`src/rtl/mem_port_arbiter_if.sv`:
```
// mem_port_arbiter_if: requester, arbiter and memory-side signals of the shared word port
interface mem_port_arbiter_if #(
  parameter int ADDR_W = 32,
  parameter int DATA_W = 32
);
  logic              ReqI;
  logic [ADDR_W-1:0] AddrI;
  logic              ReqD;
  logic              WeD;
  logic [ADDR_W-1:0] AddrD;
  logic [DATA_W-1:0] WDataD;
  logic              GntI;
  logic              GntD;
  logic              DoneI;
  logic              DoneD;
  logic              ErrMis;
  logic [DATA_W-1:0] RData;
  logic [ADDR_W-1:0] MemAddr;
  logic [DATA_W-1:0] MemWData;
  logic              MemRead;
  logic              MemWrite;
  logic [DATA_W-1:0] MemRData;
  modport slave (
    input  ReqI, AddrI, ReqD, WeD, AddrD, WDataD, MemRData,
    output GntI, GntD, DoneI, DoneD, ErrMis, RData, MemAddr, MemWData, MemRead, MemWrite
  );
  modport master (
    output ReqI, AddrI, ReqD, WeD, AddrD, WDataD, MemRData,
    input  GntI, GntD, DoneI, DoneD, ErrMis, RData, MemAddr, MemWData, MemRead, MemWrite
  );
endinterface

```
`src/rtl/mem_port_arbiter.sv`:
```
// mem_port_arbiter: round-robin sharing of a single-port word memory between fetch (I) and data (D) ports
module mem_port_arbiter #(
  parameter int ADDR_W      = 32,
  parameter int DATA_W      = 32,
  parameter int WAIT_CYCLES = 1
) (
  input  logic Clk,
  input  logic Rst,
  mem_port_arbiter_if.slave bus
);
  localparam int CW = $clog2(WAIT_CYCLES + 1);
  typedef enum logic [1:0] {IDLE, ACCESS, DONE} state_t;
  state_t            state, state_nxt;
  logic              own_d, last_d, we, win_d, any_req, last_cyc, acc, dn;
  logic [ADDR_W-1:0] addr;
  logic [DATA_W-1:0] wdata, rdata;
  logic [CW-1:0]     cnt;
  assign any_req  = bus.ReqI | bus.ReqD;
  assign win_d    = bus.ReqD & (~bus.ReqI | ~last_d);
  assign last_cyc = cnt == '0;
  assign bus.RData = rdata;
  always_ff @(posedge Clk) begin
    if (Rst) begin
      state  <= IDLE;
      own_d  <= 1'b0;
      last_d <= 1'b1;
      we     <= 1'b0;
      addr   <= '0;
      wdata  <= '0;
      rdata  <= '0;
      cnt    <= '0;
    end else begin
      state <= state_nxt;
      if (state == IDLE && any_req) begin
        own_d  <= win_d;
        last_d <= win_d;
        we     <= win_d & bus.WeD;
        addr   <= win_d ? bus.AddrD : bus.AddrI;
        wdata  <= bus.WDataD;
        cnt    <= CW'(WAIT_CYCLES - 1);
      end else if (state == ACCESS) begin
        if (!last_cyc) cnt <= cnt - CW'(1);
        else if (!we) rdata <= bus.MemRData;
      end
    end
  end
  // Outputs are pure state decodes, forced low while Rst is held so a reset never lets a write through
  always_comb begin
    state_nxt    = state == IDLE   ? (any_req ? ACCESS : IDLE)
                 : state == ACCESS ? (last_cyc ? DONE : ACCESS)
                 : IDLE;
    acc          = !Rst && state == ACCESS;
    dn           = !Rst && state == DONE;
    bus.GntI     = (acc | dn) & ~own_d;
    bus.GntD     = (acc | dn) & own_d;
    bus.DoneI    = dn & ~own_d;
    bus.DoneD    = dn & own_d;
    bus.ErrMis   = dn & (addr[1:0] != 2'b00);
    bus.MemAddr  = acc ? {addr[ADDR_W-1:2], 2'b00} : '0;
    bus.MemWData = (acc & own_d) ? wdata : '0;
    bus.MemRead  = acc & ~we;
    bus.MemWrite = acc & we & last_cyc;
  end
endmodule

```
`src/flat_wrapper.sv`:
```
// flat-port wrapper written by rule: the top's interface ports become plain ports
module mem_port_arbiter_flat 
#(
  parameter int ADDR_W      = 32,
  parameter int DATA_W      = 32,
  parameter int WAIT_CYCLES = 1
)
  (Clk, Rst, bus_ReqI, bus_AddrI, bus_ReqD, bus_WeD, bus_AddrD, bus_WDataD, bus_MemRData, bus_GntI, bus_GntD, bus_DoneI, bus_DoneD, bus_ErrMis, bus_RData, bus_MemAddr, bus_MemWData, bus_MemRead, bus_MemWrite);
  mem_port_arbiter_if #(.ADDR_W(ADDR_W), .DATA_W(DATA_W)) bus_i ();
  input  logic Clk;
  input  logic Rst;
  input wire logic [$bits(bus_i.ReqI)-1:0] bus_ReqI;
  input wire logic [$bits(bus_i.AddrI)-1:0] bus_AddrI;
  input wire logic [$bits(bus_i.ReqD)-1:0] bus_ReqD;
  input wire logic [$bits(bus_i.WeD)-1:0] bus_WeD;
  input wire logic [$bits(bus_i.AddrD)-1:0] bus_AddrD;
  input wire logic [$bits(bus_i.WDataD)-1:0] bus_WDataD;
  input wire logic [$bits(bus_i.MemRData)-1:0] bus_MemRData;
  output wire logic [$bits(bus_i.GntI)-1:0] bus_GntI;
  output wire logic [$bits(bus_i.GntD)-1:0] bus_GntD;
  output wire logic [$bits(bus_i.DoneI)-1:0] bus_DoneI;
  output wire logic [$bits(bus_i.DoneD)-1:0] bus_DoneD;
  output wire logic [$bits(bus_i.ErrMis)-1:0] bus_ErrMis;
  output wire logic [$bits(bus_i.RData)-1:0] bus_RData;
  output wire logic [$bits(bus_i.MemAddr)-1:0] bus_MemAddr;
  output wire logic [$bits(bus_i.MemWData)-1:0] bus_MemWData;
  output wire logic [$bits(bus_i.MemRead)-1:0] bus_MemRead;
  output wire logic [$bits(bus_i.MemWrite)-1:0] bus_MemWrite;
  assign bus_i.ReqI = bus_ReqI;
  assign bus_i.AddrI = bus_AddrI;
  assign bus_i.ReqD = bus_ReqD;
  assign bus_i.WeD = bus_WeD;
  assign bus_i.AddrD = bus_AddrD;
  assign bus_i.WDataD = bus_WDataD;
  assign bus_i.MemRData = bus_MemRData;
  assign bus_GntI = bus_i.GntI;
  assign bus_GntD = bus_i.GntD;
  assign bus_DoneI = bus_i.DoneI;
  assign bus_DoneD = bus_i.DoneD;
  assign bus_ErrMis = bus_i.ErrMis;
  assign bus_RData = bus_i.RData;
  assign bus_MemAddr = bus_i.MemAddr;
  assign bus_MemWData = bus_i.MemWData;
  assign bus_MemRead = bus_i.MemRead;
  assign bus_MemWrite = bus_i.MemWrite;
  mem_port_arbiter #(.ADDR_W(ADDR_W), .DATA_W(DATA_W), .WAIT_CYCLES(WAIT_CYCLES)) u_core (.Clk(Clk), .Rst(Rst), .bus(bus_i));
endmodule
```
`config.mk`:
```
export PLATFORM = sky130hd
export DESIGN_NAME = mem_port_arbiter_flat
export DESIGN_NICKNAME = d
export VERILOG_FILES = /design/src/rtl/mem_port_arbiter_if.sv /design/src/rtl/mem_port_arbiter.sv /design/src/flat_wrapper.sv
export SDC_FILE = /design/constraint.sdc
export NUM_CORES = 1
export LEC_CHECK = 0
export ABC_CLOCK_PERIOD_IN_PS = 4300
export CAP_MARGIN = 20
export CORE_UTILIZATION = 30
export DETAILED_ROUTE_END_ITERATION = 6
export GPL_ROUTABILITY_DRIVEN = 0
export PLACE_DENSITY = 0.74
export SKIP_LAST_GASP = 1
export SYNTH_ARGS = -nofsm -noshare
export SYNTH_HDL_FRONTEND = slang
export SYNTH_SLANG_ARGS = --single-unit
```
`constraint.sdc`:
```
create_clock -name Clk -period 4.3 [get_ports Clk]
set_clock_uncertainty 0.15 [all_clocks]
set_input_delay 0.86 -clock Clk [delete_from_list [all_inputs] [get_ports Clk]]
set_output_delay 0.86 -clock Clk [all_outputs]
set_load 0.03 [all_outputs]
```
# Yosys cells after proc, flatten, opt, wreduce, memory -nomap -nowiden
# Cells that the tools add are included.
[word_totals]
register_bits = 102
latch_bits = 0
ram_bits = 0
rom_bits = 0
output_inout_bits = 103
elab_cells = 47
memories = 0
[classes]
addsub = 1
multipliers = 0
div = 0
n_lt_le_gt_ge = 0
n_eq_ne = 2
shift = 0
muxes = 8
bitwise_logic = 20
n_reduce_logical = 8
[ops]
columns = ["op", "count"]
rows = [
  ["2-to-1 mux 32 bit", 3],
  ["AND 1 bit", 11],
  ["2-to-1 mux 2 bit", 3],
  ["NOT 1 bit", 6],
  ["AND reduction 4 bit", 1],
  ["logical AND 1 bit", 3],
  ["OR 1 bit", 3],
  ["== test 2 x 1 -> 1 bit, second input constant", 1],
  ["== test 2 bit, second input constant", 1],
  ["logical NOT 2 bit", 1],
  ["2-to-1 mux 1 bit", 2],
  ["nonzero test 2 bit", 1],
  ["OR reduction 2 bit", 1],
  ["logical NOT 1 bit", 1],
  ["subtractor 1 bit, second input constant", 1],
]

# Logic depth before layout (Yosys ltp)
# Gate-level depths: netlist of the first run.
[depth]
ltp_word = 4
mapped_depth = 5

# Worst setup path after synthesis of the first run
# OpenSTA, ideal clock, no wires.
[synth_path]
kind = "in2out"
start = "input port Rst"
end = "output port bus_GntI"
arrival_ps = 1951
setup_slack_ps = 1339
path_stages = 3
n_path_buf = 2
path_cell_list = "clkbuf_1 > clkbuf_1 > a211oi_1"
[synth_between]
elab_chain_len = 4
word_cells_on_any_way = 5
classes_between = "bitwise (2); reduce/logical (3)"
[synth_lines]
columns = ["item", "line_no", "text"]
rows = [
  ["start: declaration", "flat_wrapper.sv:11", "input logic Rst;"],
  ["logical NOT 1 bit (*)", "mem_port_arbiter.sv:52, mem_port_arbiter.sv:53", ""],
  ["logical AND 1 bit, on equally long branches", "mem_port_arbiter.sv:52, mem_port_arbiter.sv:53", ""],
  ["OR 1 bit (*)", "mem_port_arbiter.sv:54", "bus.GntI = (acc | dn) & ~own_d;"],
  ["AND 1 bit (*)", "mem_port_arbiter.sv:54", ""],
  ["end: declaration", "flat_wrapper.sv:19", "output wire logic [$bits(bus_i.GntI)-1:0] bus_GntI;"],
]
# Every way passes the cells marked *; elsewhere a longest branch is shown, timed or not.

# Worst setup path after layout of the first run
[layout_path]
start = "register u_core.state[1]"
end = "output port bus_MemRead"
[layout_between]
elab_chain_len = 3
[layout_lines]
columns = ["item", "line_no", "text"]
rows = [
  ["start: declaration", "mem_port_arbiter.sv:13", "state_t state, state_nxt;"],
  ["start signal: assignment", "mem_port_arbiter.sv:33", "state <= state_nxt;"],
  ["== test 2 x 1 -> 1 bit", "mem_port_arbiter.sv:52", "acc = !Rst && state == ACCESS;"],
  ["logical AND 1 bit", "mem_port_arbiter.sv:52", ""],
  ["AND 1 bit", "mem_port_arbiter.sv:61", "bus.MemRead = acc & ~we;"],
  ["end: declaration", "flat_wrapper.sv:27", "output wire logic [$bits(bus_i.MemRead)-1:0] bus_MemRead;"],
]
# Every way passes these cells.

==> results of run 1 <==
==> routing by layer <==
layer  global-route usage [%]  routed length [um]  vias up
met5                        0                   0        -
met1                    22.73                6520     2157
met2                    30.99                7160      180
met4                    6.303                 193        0
li1                         -                   -     2385
met3                    5.779                1250       13
==> kinds of logic after synthesis <==
group,count (synthesis),share of synthesized area [%]
and+or+nand+nor,212,21.97
other,1,0.07954
buffers and inverters,61,6.635
AOI/OAI and AO/OA,201,28.42
DFF,101,42.89
==> power by group through the flow <==
| stage | clock network, mW | logic (mW) | registers (mW) |
|---|---|---|---|
| detailed placement | 0 | 0.566 | 1.08 |
| CTS | 0.814 | 0.568 | 1.06 |
| global placement | 0 | 0.561 | 1.08 |
| global route | 0.855 | 0.609 | 1.07 |
| floorplan | 0 | 0.296 | 1.10 |
| finish | 0.793 | 0.560 | 1.06 |
==> state kept, by name, summed over array words and instances (netlist names) <==
register and flops:
u_core.state 2, u_core.last_d 1, u_core.wdata 32, u_core.bus.RData 32, u_core.own_d 1, u_core.addr 32
u_core.we 1
==> worst min-delay path by stage <==
| stage | cells past startpoint | endpoint | startpoint |
|---|---|---|---|
| final | 2 | u_core.wdata[31]$_SDFFE_PP0P_ | u_core.wdata[31]$_SDFFE_PP0P_ |
| after CTS | 2 | u_core.wdata[1]$_SDFFE_PP0P_ | u_core.wdata[1]$_SDFFE_PP0P_ |
| after global placement | 2 | u_core.wdata[27]$_SDFFE_PP0P_ | u_core.wdata[27]$_SDFFE_PP0P_ |
| after global routing | 2 | u_core.bus.RData[7]$_SDFFE_PP0P_ | u_core.bus.RData[7]$_SDFFE_PP0P_ |
| after floorplan | 2 | u_core.wdata[0]$_SDFFE_PP0P_ | u_core.wdata[0]$_SDFFE_PP0P_ |
| after detailed placement | 2 | u_core.wdata[7]$_SDFFE_PP0P_ | u_core.wdata[7]$_SDFFE_PP0P_ |
==> worst reg2reg max path, cell delays in order (launching register included) <==
cell,delay (ns)
dfxtp_1,0.38
nor2_4,0.61
buf_4,0.53
nand2_1,0.13
a221o_1,0.34
==> cell type report <==
class | instances | area [um^2]
fill | 1485 | 7839
multi-input combinational | 415 | 2405
clock buffer | 9 | 225.2
tap | 211 | 264.0
clock inverter | 7 | 58.81
sequential | 101 | 2022
timing repair buffer | 247 | 2445
==> through the flow <==
step	total power [mW]	cells	util, %	hold WS, ns
after floorplan	1.400	577	-	0.2989
after global placement	1.637	974	46.77	0.3103
after detailed placement	1.645	974	46.77	0.3142
after CTS	2.440	990	48.63	0.3240
after global routing	2.533	990	48.63	0.3420
final	2.410	990	48.63	0.3217
==> layout by cell type (no fill, tap or decap), drive strengths merged, types with 2 or more instances in the layout <==
cell type,netlist,routed
nor2,7,7
inv,0,3
o21ai,66,66
clkinv,0,3
dfxtp,101,101
clkdlybuf4s50,0,231
and2,63,63
nand2b,3,3
buf,38,16
or2,2,2
a21oi,99,99
nand2,98,98
clkbuf,23,9
nor3,4,4
conb,1,2
a311oi,32,32
nand3,33,33
==> results_tabular.tex, run 1 <==
\begin{tabular}{lr}
\hline
Metric & Value \\
\hline
\multicolumn{2}{l}{\textbf{Outcome}} \\
\quad Outcome & finished clean \\
\multicolumn{2}{l}{\textbf{Pwr}} \\
\quad Clock group share of total power & 32.9\% \\
\quad Switching power as a share of total power & 30.26\% \\
\quad Internal power contribution & 1.681 mW \\
\quad Pwr per Cell Area & 324.9 nW/um\^{}2 \\
\quad VDD IR max & 0.2381 mV \\
\quad Net load switching power & 0.7293 mW \\
\quad Relative contribution of combinational cells to total power & 23.2\% \\
\quad Share of total power in sequential cells & 43.9\% \\
\quad Pleak & 2.633 nW \\
\multicolumn{2}{l}{\textbf{GRT}} \\
\quad Pin count of the biggest net entering global routing & 60 \\
\quad Wire length of the first global-routing pass & 23.74 mm \\
\quad Number of antenna violations at the first check in global routing & 0 \\
\quad Aggregate global-route resource usage & 18.62\% \\
\quad Via count of the first global-routing pass & 4,537 \\
\quad Gr ovfl total & 0 \\
\multicolumn{2}{l}{\textbf{CTS}} \\
\quad Clock edge transition at the registers on the reported setup and hold paths & 0.07 ns \\
\quad Setup repair bufs after CTS & 0 \\
\quad Number of clock sinks & 101 \\
\quad Clock root buffer & clkbuf\_16 \\
\quad TritonCTS clock tree & yes \\
\quad Maximum root-to-sink buffer count & 2 \\
\quad Total CTS buffers & 9 \\
\quad Clock H-tree levels & 3 \\
\quad CTS-repair resized insts & 0 \\
\quad Worst skew pair latency & 0.34 ns \\
\quad Number of buffers added to fix hold violations after cts & 0 \\
\multicolumn{2}{l}{\textbf{Critical path}} \\
\quad CP delay by family, top & buffers and inverters \\
\quad Crit-path cells & nand2b\_1 > buf\_4 > nor3\_1 > clkdlybuf4s50\_1 \\
\quad RR Endpoint & u\_core.last\_d\$\_SDFFE\_PP1P\_ \\
\quad WP buf/inv & 2 \\
\quad Worst setup SP type & flip-flop \\
\quad CP Depth & 4 \\
\quad Depth of the worst register-to-register path & 4 \\
\quad Flop-to-flop setup slack & 2.05 ns \\
\quad Required time of the critical path & 3.29 ns \\
\quad Slowest stage cell on the critical path & clkdlybuf4s50\_1 \\
\quad Delay of the slowest cell on the worst path & 0.79 ns \\
\quad Critical path arrival & 2.42 ns \\
\quad Critical path startpoint & u\_core.state[1]\$\_SDFF\_PP0\_ \\
\quad Start of the worst register-to-register path & u\_core.state[1]\$\_SDFF\_PP0\_ \\
\quad Critical Path Sink Type & output pin \\
\quad Crit path capture & bus\_MemRead \\
\quad WS Path Type & reg -> out \\
\quad Maximum fanout encountered on the critical timing path & 33 \\
\multicolumn{2}{l}{\textbf{Yosys}} \\
\quad Primary FF master, synth & dfxtp\_1 \\
\quad Distinct cells, synth & 28 \\
\quad Number of synthesis warnings & 0 \\
\quad Number of standard cells after synthesis & 576 \\
\quad Number of flops mapped to enable cells by yosys & 0 \\
\quad Sequential cell area fraction in the yosys report & 42.89\% \\
\quad Most common cell in the synthesized netlist & dfxtp\_1 \\
\quad Largest cells by area after synthesis & dfxtp\_1 (43\%), a21oi\_1 (11\%), a311oi\_2 (9.6\%), and2\_1 (8.4\%), nand2\_1 (7.8\%) \\
\quad Flip-flop and latch count after synthesis & 101 \\
\quad Async S/R FF share, synth & 0\% \\
\quad Cell Area, Synth & 4715 um\^{}2 \\
\quad Cell types with the highest counts after synthesis & dfxtp\_1 (101), a21oi\_1 (99), nand2\_1 (98), and2\_1 (63), o21ai\_0 (60) \\
\quad Top-area cell type share of the netlist area & 42.89\% \\
\quad Library cell with the largest summed area after synthesis & dfxtp\_1 \\
\quad Avg Synthesized Cell Area & 8.185 um\^{}2 \\
\multicolumn{2}{l}{\textbf{Finish}} \\
\quad Signed area change from the synthesized netlist to the final layout & 57.38\% \\
\quad Fraction of layout instances using a drive strength above 1 & 9.114\% \\
\quad ANT cells & 0 \\
\quad Nets@finish & 907 \\
\quad Post-route standard cell area excluding fillers & 7420 um\^{}2 \\
\multicolumn{2}{l}{\textbf{Floorplanning}} \\
\quad X dimension of the die & 127.4 um \\
\quad Row cnt & 45 \\
\quad \# IOs & 236 \\
\quad Starting density of the core & 30.90\% \\
\quad Die height & 127.4 um \\
\quad Die Area & 16,220 um\^{}2 \\
\quad Placeable core area & 15,260 um\^{}2 \\
\multicolumn{2}{l}{\textbf{STA}} \\
\quad Total negative setup slack & 0 ns \\
\quad Final worst-path cycle share & 79.76\% \\
\quad Min Clock Period, post-route & 3.430 ns \\
\quad Pins over their slew limit & 0 \\
\quad Relative slew slack & 37.87\% \\
\quad Setup repair after global routing missed its margin & no \\
\quad Max Clk Rate & 291.6 MHz \\
\quad Slew at the pin with the worst max-slew slack & 0.9296 ns \\
\quad Worst setup margin & 0.8704 ns \\
\quad Final hold viol count & 0 \\
\quad Final-report setup violation count & 0 \\
\multicolumn{2}{l}{\textbf{Run}} \\
\quad Max-Cap Viols & 0 \\
\multicolumn{2}{l}{\textbf{Detailed routing}} \\
\quad Detail-routed net length per standard cell & 15.28 um \\
\quad Count of nets left with antenna violations after detail routing & 0 \\
\quad Number of optimization iterations in the first detailed-route pass & 4 \\
\quad Routed via count divided by cell count & 4.783 \\
\quad WL final & 15.12 mm \\
\quad Detailed router's first-iteration violation count & 242 \\
\quad DRC violation count after routing & 0 \\
\quad Vias post-DR & 4,735 \\
\multicolumn{2}{l}{\textbf{Place}} \\
\quad Placement-stage cell area & 7136 um\^{}2 \\
\quad Dpl ws & 0.8767 ns \\
\quad Count of buffers inserted at the top-level ports & 233 \\
\quad DPL Wire Length & 10.35 mm \\
\multicolumn{2}{l}{\textbf{Worst hold path}} \\
\quad Classification of the worst-slack hold path & reg -> reg \\
\hline
\end{tabular}
Note: power is estimated with default switching activity, not from simulation.
==> run 2, diff against run 1 <==
- ABC_CLOCK_PERIOD_IN_PS: 4300 -> 2800
- PLACE_DENSITY: 0.74 -> 0.76
- clock period: 4.3 -> 2.8 ns (I/O delays scaled with it)
==> results_tabular.tex, run 2 (synthesis results as in run 1) <==
\begin{tabular}{lr}
\hline
Metric & Value \\
\hline
\multicolumn{2}{l}{\textbf{Outcome}} \\
\quad Outcome & finished clean \\
\multicolumn{2}{l}{\textbf{Worst hold path}} \\
\quad Classification of the worst-slack hold path & in -> reg \\
\quad Min-Delay Path Depth & 2 (unchanged) \\
\multicolumn{2}{l}{\textbf{GRT}} \\
\quad Via count of the first global-routing pass & 4,747 (+4.6\%) \\
\quad Number of antenna violations at the first check in global routing & 0 (unchanged) \\
\quad Wire length of the first global-routing pass & 24.35 mm (+2.6\%) \\
\quad Pin count of the biggest net entering global routing & 67 (+12\%) \\
\quad Gr ovfl total & 0 (unchanged) \\
\quad Aggregate global-route resource usage & 18.98\% (+0.36 points) \\
\multicolumn{2}{l}{\textbf{Finish}} \\
\quad Most frequent cells in the layout & clkdlybuf4s50\_1 (164), dfxtp\_1 (101), a21oi\_1 (99) \\
\quad Share of the core filled with cells in the final layout & 48.31\% (-0.32 points) \\
\quad Signed area change from the synthesized netlist to the final layout & 56.34\% \\
\quad Nets@finish & 911 (+0.44\%) \\
\quad Commonest non-fill, non-tap cell in the layout & clkdlybuf4s50\_1 \\
\quad Fillers & 1,493 (+0.54\%) \\
\quad Post-route standard cell area excluding fillers & 7371 um\^{}2 (-0.66\%) \\
\quad Fraction of layout instances using a drive strength above 1 & 18.14\% (+9.0 points) \\
\quad ANT cells & 0 (unchanged) \\
\multicolumn{2}{l}{\textbf{Detailed routing}} \\
\quad Detailed router's first-iteration violation count & 234 (-3.3\%) \\
\quad Routed via count divided by cell count & 4.852 (+1.4\%) \\
\quad Count of nets left with antenna violations after detail routing & 0 (unchanged) \\
\quad Detail-routed net length per standard cell & 15.34 um (+0.41\%) \\
\quad Vias post-DR & 4,823 (+1.9\%) \\
\quad Number of optimization iterations in the first detailed-route pass & 4 (unchanged) \\
\quad WL final & 15.25 mm (+0.82\%) \\
\quad DRC violation count after routing & 0 (unchanged) \\
\multicolumn{2}{l}{\textbf{Critical path}} \\
\quad Critical path arrival & 1.90 ns (-0.52 ns) \\
\quad Worst setup SP type & flip-flop \\
\quad Maximum fanout encountered on the critical timing path & 5 (-85\%) \\
\quad CP delay by family, top & buffers and inverters \\
\quad Depth of the worst register-to-register path & 4 (unchanged) \\
\quad Crit-path cells & nand2b\_1 > nor3\_1 > clkdlybuf4s50\_1 \\
\quad Required time of the critical path & 2.09 ns (-1.20 ns) \\
\quad Critical Path Sink Type & output pin \\
\quad WS Path Type & reg -> out \\
\quad CP Depth & 3 (-1) \\
\quad Slowest stage cell on the critical path & clkdlybuf4s50\_1 \\
\quad Delay of the slowest cell on the worst path & 0.73 ns (-0.06 ns) \\
\quad WP buf/inv & 1 (-1) \\
\multicolumn{2}{l}{\textbf{STA}} \\
\quad Slew at the pin with the worst max-slew slack & 0.9279 ns (-0.001773 ns) \\
\quad Min Clock Period, post-route & 2.610 ns \\
\quad Pins over their slew limit & 0 (unchanged) \\
\quad Setup repair after global routing missed its margin & no \\
\quad Total negative setup slack & 0 ns (unchanged) \\
\quad Final worst-path cycle share & 93.21\% \\
\quad Final-report setup violation count & 0 (unchanged) \\
\quad Max Clk Rate & 383.2 MHz \\
\quad Relative slew slack & 38.14\% (+0.27 points) \\
\quad Final hold viol count & 0 (unchanged) \\
\multicolumn{2}{l}{\textbf{Pwr}} \\
\quad Pwr per Cell Area & 516.0 nW/um\^{}2 (+59\%) \\
\quad VDD IR max & 0.3083 mV (+29\%) \\
\quad Pleak & 2.820 nW (+7.1\%) \\
\multicolumn{2}{l}{\textbf{Floorplanning}} \\
\quad Die height & 127.4 um (unchanged) \\
\quad \# IOs & 236 (unchanged) \\
\quad Starting density of the core & 30.90\% (unchanged) \\
\quad X dimension of the die & 127.4 um (unchanged) \\
\quad Row cnt & 45 (unchanged) \\
\quad Die Area & 16,220 um\^{}2 (unchanged) \\
\quad Placeable core area & 15,260 um\^{}2 (unchanged) \\
\multicolumn{2}{l}{\textbf{Place}} \\
\quad Placement-stage cell area & 7061 um\^{}2 (-1.1\%) \\
\quad Count of buffers inserted at the top-level ports & 233 (unchanged) \\
\quad DPL Wire Length & 10.39 mm (+0.41\%) \\
\multicolumn{2}{l}{\textbf{CTS}} \\
\quad Number of clock sinks & 101 (unchanged) \\
\quad Clock root buffer & clkbuf\_16 \\
\quad Number of buffers added to fix hold violations after cts & 0 (unchanged) \\
\quad TritonCTS clock tree & yes \\
\quad Worst skew pair latency & 0.34 ns (about the same) \\
\quad Clock H-tree levels & 3 (unchanged) \\
\quad Clock edge transition at the registers on the reported setup and hold paths & 0.07 ns (about the same) \\
\quad Maximum root-to-sink buffer count & 2 (unchanged) \\
\quad Total CTS buffers & 9 (unchanged) \\
\quad Setup repair bufs after CTS & 0 (unchanged) \\
\quad CTS-repair resized insts & 0 (unchanged) \\
\multicolumn{2}{l}{\textbf{Run}} \\
\quad Max-Cap Viols & 0 (unchanged) \\
\hline
\end{tabular}
run 2: cell count changes in the layout (fill, tap and decap cells not counted):
cell	change
inv_6	-1
buf_4	+66
clkinv_2	-1
buf_12	+5
inv_8	-1
clkbuf_8	+1
clkinvlp_4	+1
bufinv_16	+1
clkdlybuf4s50_1	-67
run 2: routing by layer:
| metal | wire [um] | track usage (%) |
|---|---|---|
| met1 | 6569 | 22.91 |
| met2 | 7192 | 32.11 |
| met3 | 1232 | 5.486 |
| met4 | 254 | 6.653 |
| met5 | 0 | 0 |
run 2: where the power goes:
part	switching, mW	internal (mW)	total, mW
logic	0.462	0.418	0.881
registers	0.0634	1.56	1.63
clock network	0.572	0.724	1.30
total	1.10	2.71	3.80
run 2: layout make-up:
cell class / count / area, um^2 / share of cell area, %
clock buffer: 10 / 239.0 / 3.242
timing repair buffer: 251 / 2370 / 32.15
sequential: 101 / 2022 / 27.43
tap: 211 / 264.0 / 3.582
multi-input combinational: 415 / 2405 / 32.63
clock inverter: 6 / 71.32 / 0.9676
run 2: metrics by stage:
stage                     instances  power [mW]  worst slack [ns]  hold WS, ns
after floorplan                 577       2.150            0.4388       0.2989
after global placement          978       2.536            0.4932       0.3103
after detailed placement        978       2.548            0.4130       0.3154
after CTS                       994       3.861            0.1508       0.2748
after global routing            994       3.990           0.05477       0.2931
final                           994       3.803            0.1901       0.2934
run 2: worst reg2reg max path, cell delays in order, from the launching register on:
cell and delay [ns]:
dfxtp_1 0.46, or2_1 0.54, buf_4 0.35, o21ai_0 0.13
a21oi_1 0.16
run 2: final timing paths:
path,start,slack [ns],endpoint
worst max-delay path,u_core.state[1]$_SDFF_PP0_,0.19,bus_DoneI
worst min-delay path,Rst,0.29,u_core.own_d$_SDFFE_PP0P_
worst max register to register,u_core.state[1]$_SDFF_PP0_,0.92,u_core.wdata[18]$_SDFFE_PP0P_
worst min register to register,u_core.bus.RData[19]$_SDFFE_PP0P_,0.32,u_core.bus.RData[19]$_SDFFE_PP0P_
==> run 3, diff against run 2 <==
- SKIP_LAST_GASP: 1 -> not set
==> results of run 3 <==
The final DEF is identical to that of run 2; final timing and power are the same.
